==> src/rtl/imem_loader_pkg.sv <==
// ---------------------------------------------------------------------------
// imem_loader_pkg
// Shared definitions for the instruction-memory loader and its byte packer:
// the loader state encoding, the instruction word width and the default
// end-of-image marker word.
// ---------------------------------------------------------------------------
package imem_loader_pkg;

    localparam int INSTR_WIDTH = 32;

    localparam logic [INSTR_WIDTH-1:0] HALT_WORD_DEFAULT = 32'h1111_1111;

    // Raw encodings kept as plain constants so older code that compares
    // against bit patterns still lines up with the enum below.
    localparam logic [2:0] ST_IDLE     = 3'd0;
    localparam logic [2:0] ST_ASSEMBLE = 3'd1;
    localparam logic [2:0] ST_WRITE    = 3'd2;
    localparam logic [2:0] ST_FILL     = 3'd3;
    localparam logic [2:0] ST_DONE     = 3'd4;

    typedef enum logic [2:0] {
        IDLE     = ST_IDLE,
        ASSEMBLE = ST_ASSEMBLE,
        WRITE    = ST_WRITE,
        FILL     = ST_FILL,
        DONE     = ST_DONE
    } state_e;

endpackage

==> src/rtl/imem_byte_packer.sv <==
// ---------------------------------------------------------------------------
// imem_byte_packer
// Packs accepted bytes little-endian into a 32-bit word. The first accepted
// byte lands in [7:0]. On the 4th accepted byte word_ready_o is raised and
// word_o already contains that byte, so the caller can capture the complete
// word in the same cycle.
//
// Ports:
//   clk_i        clock, rising edge
//   rst_ni       asynchronous active-low reset
//   clear_i      restart packing at lane 0
//   accept_i     a byte is being accepted this cycle
//   byte_i       byte to place in the current lane
//   word_ready_o 4th byte of a word is being accepted this cycle
//   word_o       stored lanes with the current byte merged in
// ---------------------------------------------------------------------------
module imem_byte_packer
    import imem_loader_pkg::*;
(
    input  logic                   clk_i,
    input  logic                   rst_ni,
    input  logic                   clear_i,
    input  logic                   accept_i,
    input  logic [7:0]             byte_i,
    output logic                   word_ready_o,
    output logic [INSTR_WIDTH-1:0] word_o
);

    logic [1:0]             byte_idx_q, byte_idx_d;
    logic [INSTR_WIDTH-1:0] lanes_q, lanes_d;
    logic [INSTR_WIDTH-1:0] merged;

    // The lane index wraps from 3 to 0 by itself, so a finished word leaves
    // the packer ready for the next one without an explicit clear.
    always_comb begin
        merged = lanes_q;
        merged[{byte_idx_q, 3'b000} +: 8] = byte_i;
        lanes_d    = lanes_q;
        byte_idx_d = byte_idx_q;
        if (clear_i) begin
            lanes_d    = '0;
            byte_idx_d = 2'd0;
        end else if (accept_i) begin
            lanes_d    = merged;
            byte_idx_d = byte_idx_q + 2'd1;
        end
    end

    always_ff @(posedge clk_i or negedge rst_ni) begin
        if (!rst_ni) begin
            byte_idx_q <= 2'd0;
            lanes_q    <= '0;
        end else begin
            byte_idx_q <= byte_idx_d;
            lanes_q    <= lanes_d;
        end
    end

    assign word_ready_o = accept_i && (byte_idx_q == 2'd3);
    assign word_o       = merged;

endmodule

==> src/rtl/imem_loader.sv <==
// ---------------------------------------------------------------------------
// imem_loader
// Writer side of the instruction memory. Takes a byte stream over a
// valid/ready handshake, packs it into 32-bit words and writes them to
// consecutive word addresses. The core is held off until the image ends with
// HALT_WORD (which is itself written) or the memory is full.
//
// Optional feature macro: IMEM_LOADER_ZERO_FILL_EN
//   defined     - after the image, every remaining word is written with zero
//                 before done asserts (FILL state)
//   not defined - loading ends right after the last image word
//
// Ports:
//   clk        clock, rising edge
//   reset_n    asynchronous active-low reset
//   start      load request pulse, honoured in IDLE or DONE only
//   in_valid   byte stream valid
//   in_data    byte stream data
//   in_ready   a byte is accepted this cycle (decoded from state)
//   wr_en      one-cycle memory write strobe
//   wr_addr    word-aligned byte address of the write
//   wr_data    word to write
//   cpu_hold   core must not fetch
//   done       image complete, held until the next start
//   full       load ended at memory depth without seeing HALT_WORD
//   word_count stream words written (fill writes excluded)
// ---------------------------------------------------------------------------
module imem_loader
    import imem_loader_pkg::*;
#(
    parameter int                     ADDR_WIDTH = 6,
    parameter logic [INSTR_WIDTH-1:0] HALT_WORD  = HALT_WORD_DEFAULT
) (
    input  logic                   clk,
    input  logic                   reset_n,
    input  logic                   start,
    input  logic                   in_valid,
    input  logic [7:0]             in_data,
    output logic                   in_ready,
    output logic                   wr_en,
    output logic [31:0]            wr_addr,
    output logic [INSTR_WIDTH-1:0] wr_data,
    output logic                   cpu_hold,
    output logic                   done,
    output logic                   full,
    output logic [ADDR_WIDTH:0]    word_count
);

    localparam int                    PAD      = 32 - ADDR_WIDTH - 2;
    localparam logic [ADDR_WIDTH-1:0] LAST_IDX = '1;

    state_e                 state_q, state_d;
    logic [ADDR_WIDTH-1:0]  word_idx_q, word_idx_d;
    logic [ADDR_WIDTH:0]    word_count_q, word_count_d;
    logic                   wr_en_q, wr_en_d;
    logic [31:0]            wr_addr_q, wr_addr_d;
    logic [INSTR_WIDTH-1:0] wr_data_q, wr_data_d;
    logic                   cpu_hold_q, cpu_hold_d;
    logic                   done_q, done_d;
    logic                   full_q, full_d;

    logic                   pack_clear;
    logic                   accept;
    logic                   word_ready;
    logic [INSTR_WIDTH-1:0] packed_word;
    logic [ADDR_WIDTH-1:0]  next_idx;

    function automatic logic [31:0] wordAddr(input logic [ADDR_WIDTH-1:0] idx);
        return {{PAD{1'b0}}, idx, 2'b00};
    endfunction

    assign in_ready = (state_q == ASSEMBLE);
    assign accept   = in_valid && in_ready;
    assign next_idx = word_idx_q + 1'b1;

    imem_byte_packer u_packer (
        .clk_i        (clk),
        .rst_ni       (reset_n),
        .clear_i      (pack_clear),
        .accept_i     (accept),
        .byte_i       (in_data),
        .word_ready_o (word_ready),
        .word_o       (packed_word)
    );

    // Every output except in_ready is a register, so the write strobe and
    // its address/data are set up on the transition into WRITE (or FILL)
    // and are visible for exactly the cycle spent in that state.
    always_comb begin
        state_d      = state_q;
        word_idx_d   = word_idx_q;
        word_count_d = word_count_q;
        wr_en_d      = 1'b0;
        wr_addr_d    = wr_addr_q;
        wr_data_d    = wr_data_q;
        cpu_hold_d   = cpu_hold_q;
        done_d       = done_q;
        full_d       = full_q;
        pack_clear   = 1'b0;

        case (state_q)
            IDLE, DONE: begin
                if (start) begin
                    pack_clear   = 1'b1;
                    word_idx_d   = '0;
                    word_count_d = '0;
                    full_d       = 1'b0;
                    done_d       = 1'b0;
                    cpu_hold_d   = 1'b1;
                    state_d      = ASSEMBLE;
                end
            end

            ASSEMBLE: begin
                if (word_ready) begin
                    wr_en_d   = 1'b1;
                    wr_addr_d = wordAddr(word_idx_q);
                    wr_data_d = packed_word;
                    state_d   = WRITE;
                end
            end

            // A HALT word at the last index still counts as a clean end, so
            // full is only raised when the word is not HALT_WORD.
            WRITE: begin
                word_idx_d   = next_idx;
                word_count_d = word_count_q + 1'b1;
                if ((wr_data_q == HALT_WORD) || (word_idx_q == LAST_IDX)) begin
                    full_d = (wr_data_q != HALT_WORD);
`ifdef IMEM_LOADER_ZERO_FILL_EN
                    if (word_idx_q != LAST_IDX) begin
                        wr_en_d   = 1'b1;
                        wr_addr_d = wordAddr(next_idx);
                        wr_data_d = '0;
                        state_d   = FILL;
                    end else begin
                        done_d     = 1'b1;
                        cpu_hold_d = 1'b0;
                        state_d    = DONE;
                    end
`else
                    done_d     = 1'b1;
                    cpu_hold_d = 1'b0;
                    state_d    = DONE;
`endif
                end else begin
                    state_d = ASSEMBLE;
                end
            end

`ifdef IMEM_LOADER_ZERO_FILL_EN
            // word_idx_q is the index being zeroed this cycle.
            FILL: begin
                word_idx_d = next_idx;
                if (word_idx_q == LAST_IDX) begin
                    done_d     = 1'b1;
                    cpu_hold_d = 1'b0;
                    state_d    = DONE;
                end else begin
                    wr_en_d   = 1'b1;
                    wr_addr_d = wordAddr(next_idx);
                    wr_data_d = '0;
                end
            end
`endif

            default: state_d = IDLE;
        endcase
    end

    always_ff @(posedge clk or negedge reset_n) begin
        if (!reset_n) begin
            state_q      <= IDLE;
            word_idx_q   <= '0;
            word_count_q <= '0;
            wr_en_q      <= 1'b0;
            wr_addr_q    <= '0;
            wr_data_q    <= '0;
            cpu_hold_q   <= 1'b1;
            done_q       <= 1'b0;
            full_q       <= 1'b0;
        end else begin
            state_q      <= state_d;
            word_idx_q   <= word_idx_d;
            word_count_q <= word_count_d;
            wr_en_q      <= wr_en_d;
            wr_addr_q    <= wr_addr_d;
            wr_data_q    <= wr_data_d;
            cpu_hold_q   <= cpu_hold_d;
            done_q       <= done_d;
            full_q       <= full_d;
        end
    end

    assign wr_en      = wr_en_q;
    assign wr_addr    = wr_addr_q;
    assign wr_data    = wr_data_q;
    assign cpu_hold   = cpu_hold_q;
    assign done       = done_q;
    assign full       = full_q;
    assign word_count = word_count_q;

endmodule

==> config.mk <==
export PLATFORM = sky130hd
export DESIGN_NAME = imem_loader
export DESIGN_NICKNAME = d
export VERILOG_FILES = /design/src/rtl/imem_loader_pkg.sv /design/src/rtl/imem_byte_packer.sv /design/src/rtl/imem_loader.sv
export SDC_FILE = /design/constraint.sdc
export NUM_CORES = 1
export LEC_CHECK = 0
export ABC_AREA = 1
export BUFFER_PORTS_ARGS = -buffer_cell sky130_fd_sc_hd__buf_4
export CAP_MARGIN = 20
export CELL_PAD_IN_SITES_DETAIL_PLACEMENT = 1
export CELL_PAD_IN_SITES_GLOBAL_PLACEMENT = 1
export CORE_ASPECT_RATIO = 2
export CORE_MARGIN = 5
export CORE_UTILIZATION = 41
export CTS_CLUSTER_SIZE = 20
export DETAILED_ROUTE_END_ITERATION = 10
export HOLD_SLACK_MARGIN = 0.15
export PLACE_DENSITY = 0.79
export SLEW_MARGIN = 25
export SYNTH_ARGS = -nofsm -noshare
export SYNTH_HDL_FRONTEND = slang
export SYNTH_HIERARCHICAL = 1
export SYNTH_SLANG_ARGS = --single-unit
==> constraint.sdc <==
create_clock -name clk -period 1.9 [get_ports clk]
set_input_delay 0.475 -clock clk [delete_from_list [all_inputs] [get_ports clk]]
set_output_delay 0.475 -clock clk [all_outputs]
set_load 0.05 [all_outputs]
==> out/results.tsv, run 1 <==
stage	metric	value	unit
synth	Post-Syn Instances	593	
grt	gr ovfl total	0	
run_status	outcome	complete, no violations	
final_layout	commonest non-fill, non-tap cell in the layout	nand2_1	
drt	routed via count	4114	
synth	sequential area share after synthesis	49.4	%
sta	worst clock skew	0.0122	ns
die	IO Pins	88	
setup_path	CP cell instances	nor3_4 -> buf_4 -> buf_4 -> buf_6	
power	maximum VDD drop	0.797	mV
synth	Post-Syn Area	4660	um^2
drt	Routed Antenna Nets	0	
sta	Slew Limit Fails	0	
sta	final hold violation count	0	
final_layout	most frequent cells in the layout	254 x nand2_1, 91 x dfrtp_1, 84 x buf_4, 57 x inv_1, 28 x nor2_1	
power	Pleak	3.19	nW
drt	1st-iter DRT viols	221	
place	I/O Buffers	61	
drt	Vias/cell	4.96	
sta	WHS	0.471	ns
clock_network	TritonCTS clock tree	yes	
min_path	Hold Path Stages	2	
synth	Syn Area/Cell	7.86	um^2
setup_path	CP Launch Type	flip-flop	
die	Initial Util	41.5	%
setup_path	Critical Path RT	1.42	ns
synth	Seq cells post-synth	92	
grt	pin count of the biggest net entering global routing	39	
final_layout	share of cells above drive strength 1	20.5	%
setup_path	CP arrival	1.37	ns
clock_network	clk buf depth	2	
min_path	Hold/Removal Path Class	reg2reg	
die	Core ar.	11200	um^2
synth	Synth Warn #	6	
setup_path	Worst path most repeated cell	buf_4	
power	total power	0.00971	W
job	max cap viols	0	
grt	initial antenna violation count	0	
place	Post-DP HPWL	9700	um
drt	Routed WL per cell	16.5	um
setup_path	CP max stage delay	0.42	ns
setup_path	Setup crit end kind	output port	
place	Inst Count DP	794	
clock_network	H-tree Lvls	3	
die	Die ar.	13700	um^2
grt	vias in the first global route	4354	
die	Die Ht	161	um
drt	drt drc	0	
final_layout	area grow syn2layout	24.8	%
synth	Yosys cell types	25	
die	num rows	55	
sta	# setup viols final	0	
drt	TritonRoute pass-1 iters	4	
setup_path	FF-to-FF path depth	10	
drt	Post-Route WL	13700	um
setup_path	critical path class	reg2out	
final_layout	non-filler cells, final	829	
grt	first-pass GRT wire length	21300	um
power	Pwr Density	1670	nW/um^2
setup_path	CP max-delay cell	dfrtp_1	
clock_network	Root Buffer Master	clkbuf_16	
sta	Max Freq	0.542	GHz
clock_network	TritonCTS Buffers	9	
sta	Tcrit/Tclk final	97.2	%
die	die width	85.4	um
clock_network	clk_lat worst skew	0.35	ns
setup_path	Max FO, Critical Path	3	
final_layout	Nets	701	
grt	Global Route Usage Sum	19.5	%
clock_network	Clk pin slew, worst setup/hold paths	0.06	ns
place	gpl congestion	0.784	
final_layout	Diodes inserted	0	
final_layout	fin util	51.8	%
sta	fin crit period	1.85	ns
clock_network	clk sinks	92	
## layout make-up
class                   count  area, um^2
well taps                 142         178
repair buffers             97         870
inverters                  62         233
clock buffers              12         256
multi-input cells         420        1940
fillers                  1381        5400
clock inverters             4        32.5
flip-flops and latches     92        2300
## state kept, by name (all words and copies together) (netlist names)
register and flops:
word_count 7, full 1, u_packer/lanes_q 32, wr_addr 6
wr_en 1, state_q 3, done 1, u_packer/byte_idx_q 2
word_idx_q 6, wr_data 32, cpu_hold 1
## cells by family after synthesis
| kind of cell | count (synthesis) | share of synthesized area (%) |
|---|---|---|
| flops | 92 | 49.4 |
| simple gates | 323 | 27.9 |
| mux | 11 | 2.66 |
| other cells | 1 | 0.0805 |
| fa+ha+maj | 7 | 1.88 |
| buf+inv | 106 | 11.7 |
| compound gates | 53 | 6.36 |
## metal layers
| metal | GRT usage (%) | vias up | routed length, um |
|---|---|---|---|
| li1 | - | 1960 | - |
| met1 | 20.1 | 2025 | 4820 |
| met4 | 8.36 | 0 | 490 |
| met5 | 0 | - | 0 |
| met3 | 3.34 | 32 | 537 |
| met2 | 37.3 | 97 | 7830 |
## power breakdown
group,total (W),leakage [nW],internal [W],switching [W]
Clock,0.00175,0.135,0.000967,0.000784
Sequential,0.00310,1.22,0.00265,0.000445
Combinational,0.00486,1.83,0.00149,0.00337
## final timing paths
check / startpoint / endpoint / slack [ns]
setup / recovery: state_q[1] / in_ready / 0.05
hold / removal: cpu_hold / cpu_hold / 0.47
setup reg to reg: state_q[1] / wr_data[4] / 0.07
hold reg to reg: cpu_hold / cpu_hold / 0.47
max in group asynchronous: reset_n / cpu_hold / 0.72
min in group asynchronous: reset_n / wr_data[1] / 0.58
## cell usage after synthesis
| cell type | count | area, um^2 |
|---|---|---|
| nand2_1 | 254 | 953 |
| dfrtp_1 | 91 | 2280 |
| inv_1 | 60 | 225 |
| nor2_1 | 29 | 109 |
| buf_4 | 27 | 203 |
| o21ai_1 | 25 | 125 |
| nand3_1 | 23 | 115 |
| o21ai_0 | 14 | 70.1 |
| nand4_1 | 10 | 62.6 |
| buf_2 | 7 | 35.0 |
| ha_1 | 7 | 87.6 |
| mux2_1 | 6 | 67.6 |
| buf_6 | 5 | 56.3 |
| clkbuf_1 | 5 | 18.8 |
| mux2_2 | 5 | 56.3 |
| nor2_2 | 5 | 31.3 |
| o21ai_2 | 5 | 43.8 |
| a21oi_1 | 4 | 20.0 |
| o21a_1 | 3 | 22.5 |
| inv_2 | 2 | 7.51 |
| o31ai_1 | 2 | 15.0 |
| conb_1 | 1 | 3.75 |
| dfstp_2 | 1 | 26.3 |
| nor2_4 | 1 | 11.3 |
| nor3_4 | 1 | 16.3 |
## timing repair
action | 4_1_cts | 5_1_grt
hold buffers | 1 | 0
endpoints found under the hold margin | 20 | 0
gates resized for setup | 0 | 7
buffers inserted | 0 | 15
setup endpoints to repair | 0 | 19
## per-stage QoR
step	TNS (ns)	instance area [um^2]	worst slack [ns]
final	0	5810	0.0537
after global routing	-0.401	5810	-0.0426
after CTS	0	5600	0.0281
after detailed placement	0	5300	0.0471
after global placement	0	5300	0.117
after floorplan	-2.36	4790	-0.145
## critical path: cells and delay by family, from the launching register on
family	cells	cell delay, ns
buffers and inverters	3	0.39
DFF	1	0.42
and+or+nand+nor	1	0.23
Note: power is estimated with default switching activity, not from simulation.
==> run 2, diff against run 1 <==
--- a/config.mk
+++ b/config.mk
@@ -12,11 +12,11 @@
 export CELL_PAD_IN_SITES_GLOBAL_PLACEMENT = 1
 export CORE_ASPECT_RATIO = 2
 export CORE_MARGIN = 5
-export CORE_UTILIZATION = 41
+export CORE_UTILIZATION = 37
 export CTS_CLUSTER_SIZE = 20
 export DETAILED_ROUTE_END_ITERATION = 10
 export HOLD_SLACK_MARGIN = 0.15
-export PLACE_DENSITY = 0.79
+export PLACE_DENSITY_LB_ADDON = 0.1
 export SLEW_MARGIN = 25
 export SYNTH_ARGS = -nofsm -noshare
 export SYNTH_HDL_FRONTEND = slang
==> constraint.sdc (replaced) <==
create_clock -name clk -period 1.6 [get_ports clk]
set_input_delay 0.4 -clock clk [delete_from_list [all_inputs] [get_ports clk]]
set_output_delay 0.4 -clock clk [all_outputs]
set_load 0.05 [all_outputs]
==> run 2 against run 1 <==
  * The flow now finishes with violations (negative setup slack)
  * Global-route usage increased by 0.70 points
  * Clock-buffer cell count decreased by 3
  * Final area increased by 11%
  * First-iteration DRC count decreased by 10%
  * Worst hold slack got worse by 0.089 ns
  * Sequential cell count unchanged
  * Total power increased by 36%
  * Sequential power increased by 18%
  * Highest routed layer unchanged
==> out/results.tsv, run 2 (synthesis gave the netlist of run 1 again) <==
stage	metric	value	unit	change
clock_network	TritonCTS Buffers	9		unchanged
setup_path	CP arrival	2.12	ns	was 1.37 ns
grt	gr ovfl total	0		unchanged
final_layout	Nets	730		was 701
sta	fin crit period	1.85	ns	
setup_path	worst path buffer plus inverter count	6		was 3
job	max cap viols	0		unchanged
setup_path	Worst path most repeated cell	nor2_4		was buf_4
final_layout	Multi-input gate area	2120	um^2	was 1940 um^2
drt	Routed WL per cell	17.4	um	was 16.5 um
drt	routed via count	4231		was 4114
clock_network	TritonCTS clock tree	yes		unchanged
setup_path	FF-to-FF path depth	12		was 10
power	Pleak	3.50	nW	was 3.19 nW
sta	Final TNS setup	-11.12	ns	was 0 ns
clock_network	clk sinks	92		unchanged
grt	first-pass GRT wire length	23200	um	was 21300 um
setup_path	CP max stage delay	0.39	ns	was 0.42 ns
sta	Slew Limit Fails	0		unchanged
grt	initial antenna violation count	0		unchanged
setup_path	Top Family by Delay on Critical Path	simple AND/OR/NAND/NOR gates		was flip-flops
sta	setup ws final	-0.246	ns	was 0.0537 ns
setup_path	Crit Reg-Reg Endpoint	u_packer/lanes_q[25]		was wr_data[4]
setup_path	crit path to	u_packer/lanes_q[25]		was in_ready
final_layout	final instance area	6420	um^2	was 5810 um^2
run_status	failing checks	negative setup slack		
place	I/O Buffers	61		unchanged
setup_path	Worst R2R Start	state_q[0]		was state_q[1]
place	pre-CTS setup slack	-0.295	ns	was 0.0471 ns
final_layout	most frequent cells in the layout	239 x nand2_1, 93 x buf_4, 88 x dfrtp_1, 53 x inv_1, 26 x conb_1		was 254 x nand2_1, 91 x dfrtp_1, 84 x buf_4, 57 x inv_1, 28 x nor2_1
sta	RSZ-0062 raised after global routing	yes		
sta	worst clock skew	0.00958	ns	was 0.0122 ns
setup_path	CP Launch Type	flip-flop		unchanged
drt	Vias/cell	4.89		was 4.96
final_layout	fillers	1499		was 1381
die	Initial Util	37.3	%	was 41.5%
setup_path	FF-to-FF setup slack	-0.25	ns	was 0.07 ns
final_layout	FF/Latch Area	2310	um^2	was 2300 um^2
die	num rows	58		was 55
power	maximum VDD drop	0.955	mV	was 0.797 mV
grt	pin count of the biggest net entering global routing	40		was 39
setup_path	Max FO, Critical Path	6		was 3
clock_network	clk buf depth	2		unchanged
sta	Tcrit/Tclk final	115	%	
sta	# setup viols final	73		was 0
clock_network	Root Buffer Master	clkbuf_16		unchanged
run_status	outcome	complete, but fails checks		was complete, no violations
final_layout	share of cells above drive strength 1	29.7	%	was 20.5%
final_layout	Diodes inserted	0		unchanged
final_layout	area grow syn2layout	37.9	%	was 24.8%
place	Post-DP HPWL	10300	um	was 9700 um
power	Pwr Density	2050	nW/um^2	was 1670 nW/um^2
setup_path	Crit path depth	12		was 4
die	Die ar.	15100	um^2	was 13700 um^2
setup_path	Crit. Startpoint	state_q[0]		was state_q[1]
grt	vias in the first global route	4692		was 4354
drt	1st-iter DRT viols	198		was 221
setup_path	Critical Path RT	1.87	ns	was 1.42 ns
setup_path	CP cell instances	inv_2 -> nor3_4 -> inv_2 -> nor2_4 -> buf_4 -> buf_6 -> nor2_4 -> buf_6 -> nor2_4 -> buf_12 -> nand2_1 -> nand2_1		was nor3_4 -> buf_4 -> buf_4 -> buf_6
grt	Global Route Usage Sum	20.2	%	was 19.5%
die	IO Pins	88		unchanged
drt	TritonRoute pass-1 iters	4		unchanged
die	Core ar.	12500	um^2	was 11200 um^2
clock_network	clk_lat worst skew	0.35	ns	about the same
drt	drt drc	0		unchanged
drt	Post-Route WL	15100	um	was 13700 um
final_layout	fin util	51.5	%	was 51.8%
die	Die Ht	169	um	was 161 um
setup_path	Setup crit end kind	flip-flop		was output port
setup_path	CP max-delay cell	dfrtp_1		unchanged
sta	final hold violation count	0		unchanged
die	die width	89.4	um	was 85.4 um
drt	Routed Antenna Nets	0		unchanged
place	gpl congestion	0.921		was 0.784
final_layout	commonest non-fill, non-tap cell in the layout	nand2_1		unchanged
sta	Max Freq	0.542	GHz	
setup_path	critical path class	reg2reg		was reg2out
place	Cell Area, Placed	5420	um^2	was 5300 um^2
clock_network	Clk pin slew, worst setup/hold paths	0.07	ns	was 0.06 ns
min_path	Hold/Removal Path Class	in2reg		was reg2reg
clock_network	H-tree Lvls	3		unchanged
[run 2: report_power, final]
group          leakage [nW]  total (W)  internal, W  switching, W
logic                  2.11    0.00698      0.00249       0.00449
clock network         0.172    0.00252      0.00154      0.000977
registers              1.21    0.00366      0.00315      0.000512
[run 2: what timing repair did]
item | 4_1_cts | 5_1_grt
gates cloned | 2 | 3
pin swaps | 5 | 10
setup buffers | 18 | 12
hold endpoints to repair | 72 | 0
setup endpoints to repair | 76 | 79
hold buffers | 1 | 0
gates resized for setup | 45 | 37
[run 2: worst min-delay path by stage]
stage | startpoint | end | slack (ns) | cells past startpoint
after global placement | reset_n | wr_data[1] | 0.23 | 1
after global routing | start | state_q[2] | 0.39 | 4
after floorplan | reset_n | done | 0.10 | 0
final | start | state_q[2] | 0.38 | 4
after detailed placement | reset_n | wr_data[0] | 0.24 | 1
after CTS | start | state_q[2] | 0.37 | 4
[run 2: routing by layer]
layer	part of all wire [%]	global-route usage [%]	vias up
met5	0	0	-
met4	4.4	9.07	0
li1	-	-	2015
met2	58	38.9	89
met1	35	20.0	2092
met3	3.1	3.17	35
[run 2: layout make-up]
cell class | instances | share of cell area (%)
flip-flops and latches | 92 | 35.9
multi-input cells | 421 | 33.0
clock buffers | 9 | 3.51
clock inverters | 7 | 1.93
inverters | 62 | 3.68
repair buffers | 125 | 19.1
well taps | 150 | 2.92
[run 2: worst reg2reg max path, stage by stage (launching register included)]
cell and delay, ns:
dfrtp_1 0.39, inv_2 0.07, nor3_4 0.22, inv_2 0.08, nor2_4 0.11, buf_4 0.12, buf_6 0.09, nor2_4 0.04
buf_6 0.11, nor2_4 0.23, buf_12 0.17, nand2_1 0.07, nand2_1 0.09
[run 2: per-stage QoR]
stage / power, W / instances / hold slack [ns]
after global routing: 0.0139 / 866 / 0.386
after floorplan: 0.00758 / 618 / 0.104
final: 0.0132 / 866 / 0.382
after CTS: 0.0126 / 854 / 0.368
after detailed placement: 0.00945 / 818 / 0.237
after global placement: 0.00926 / 818 / 0.234
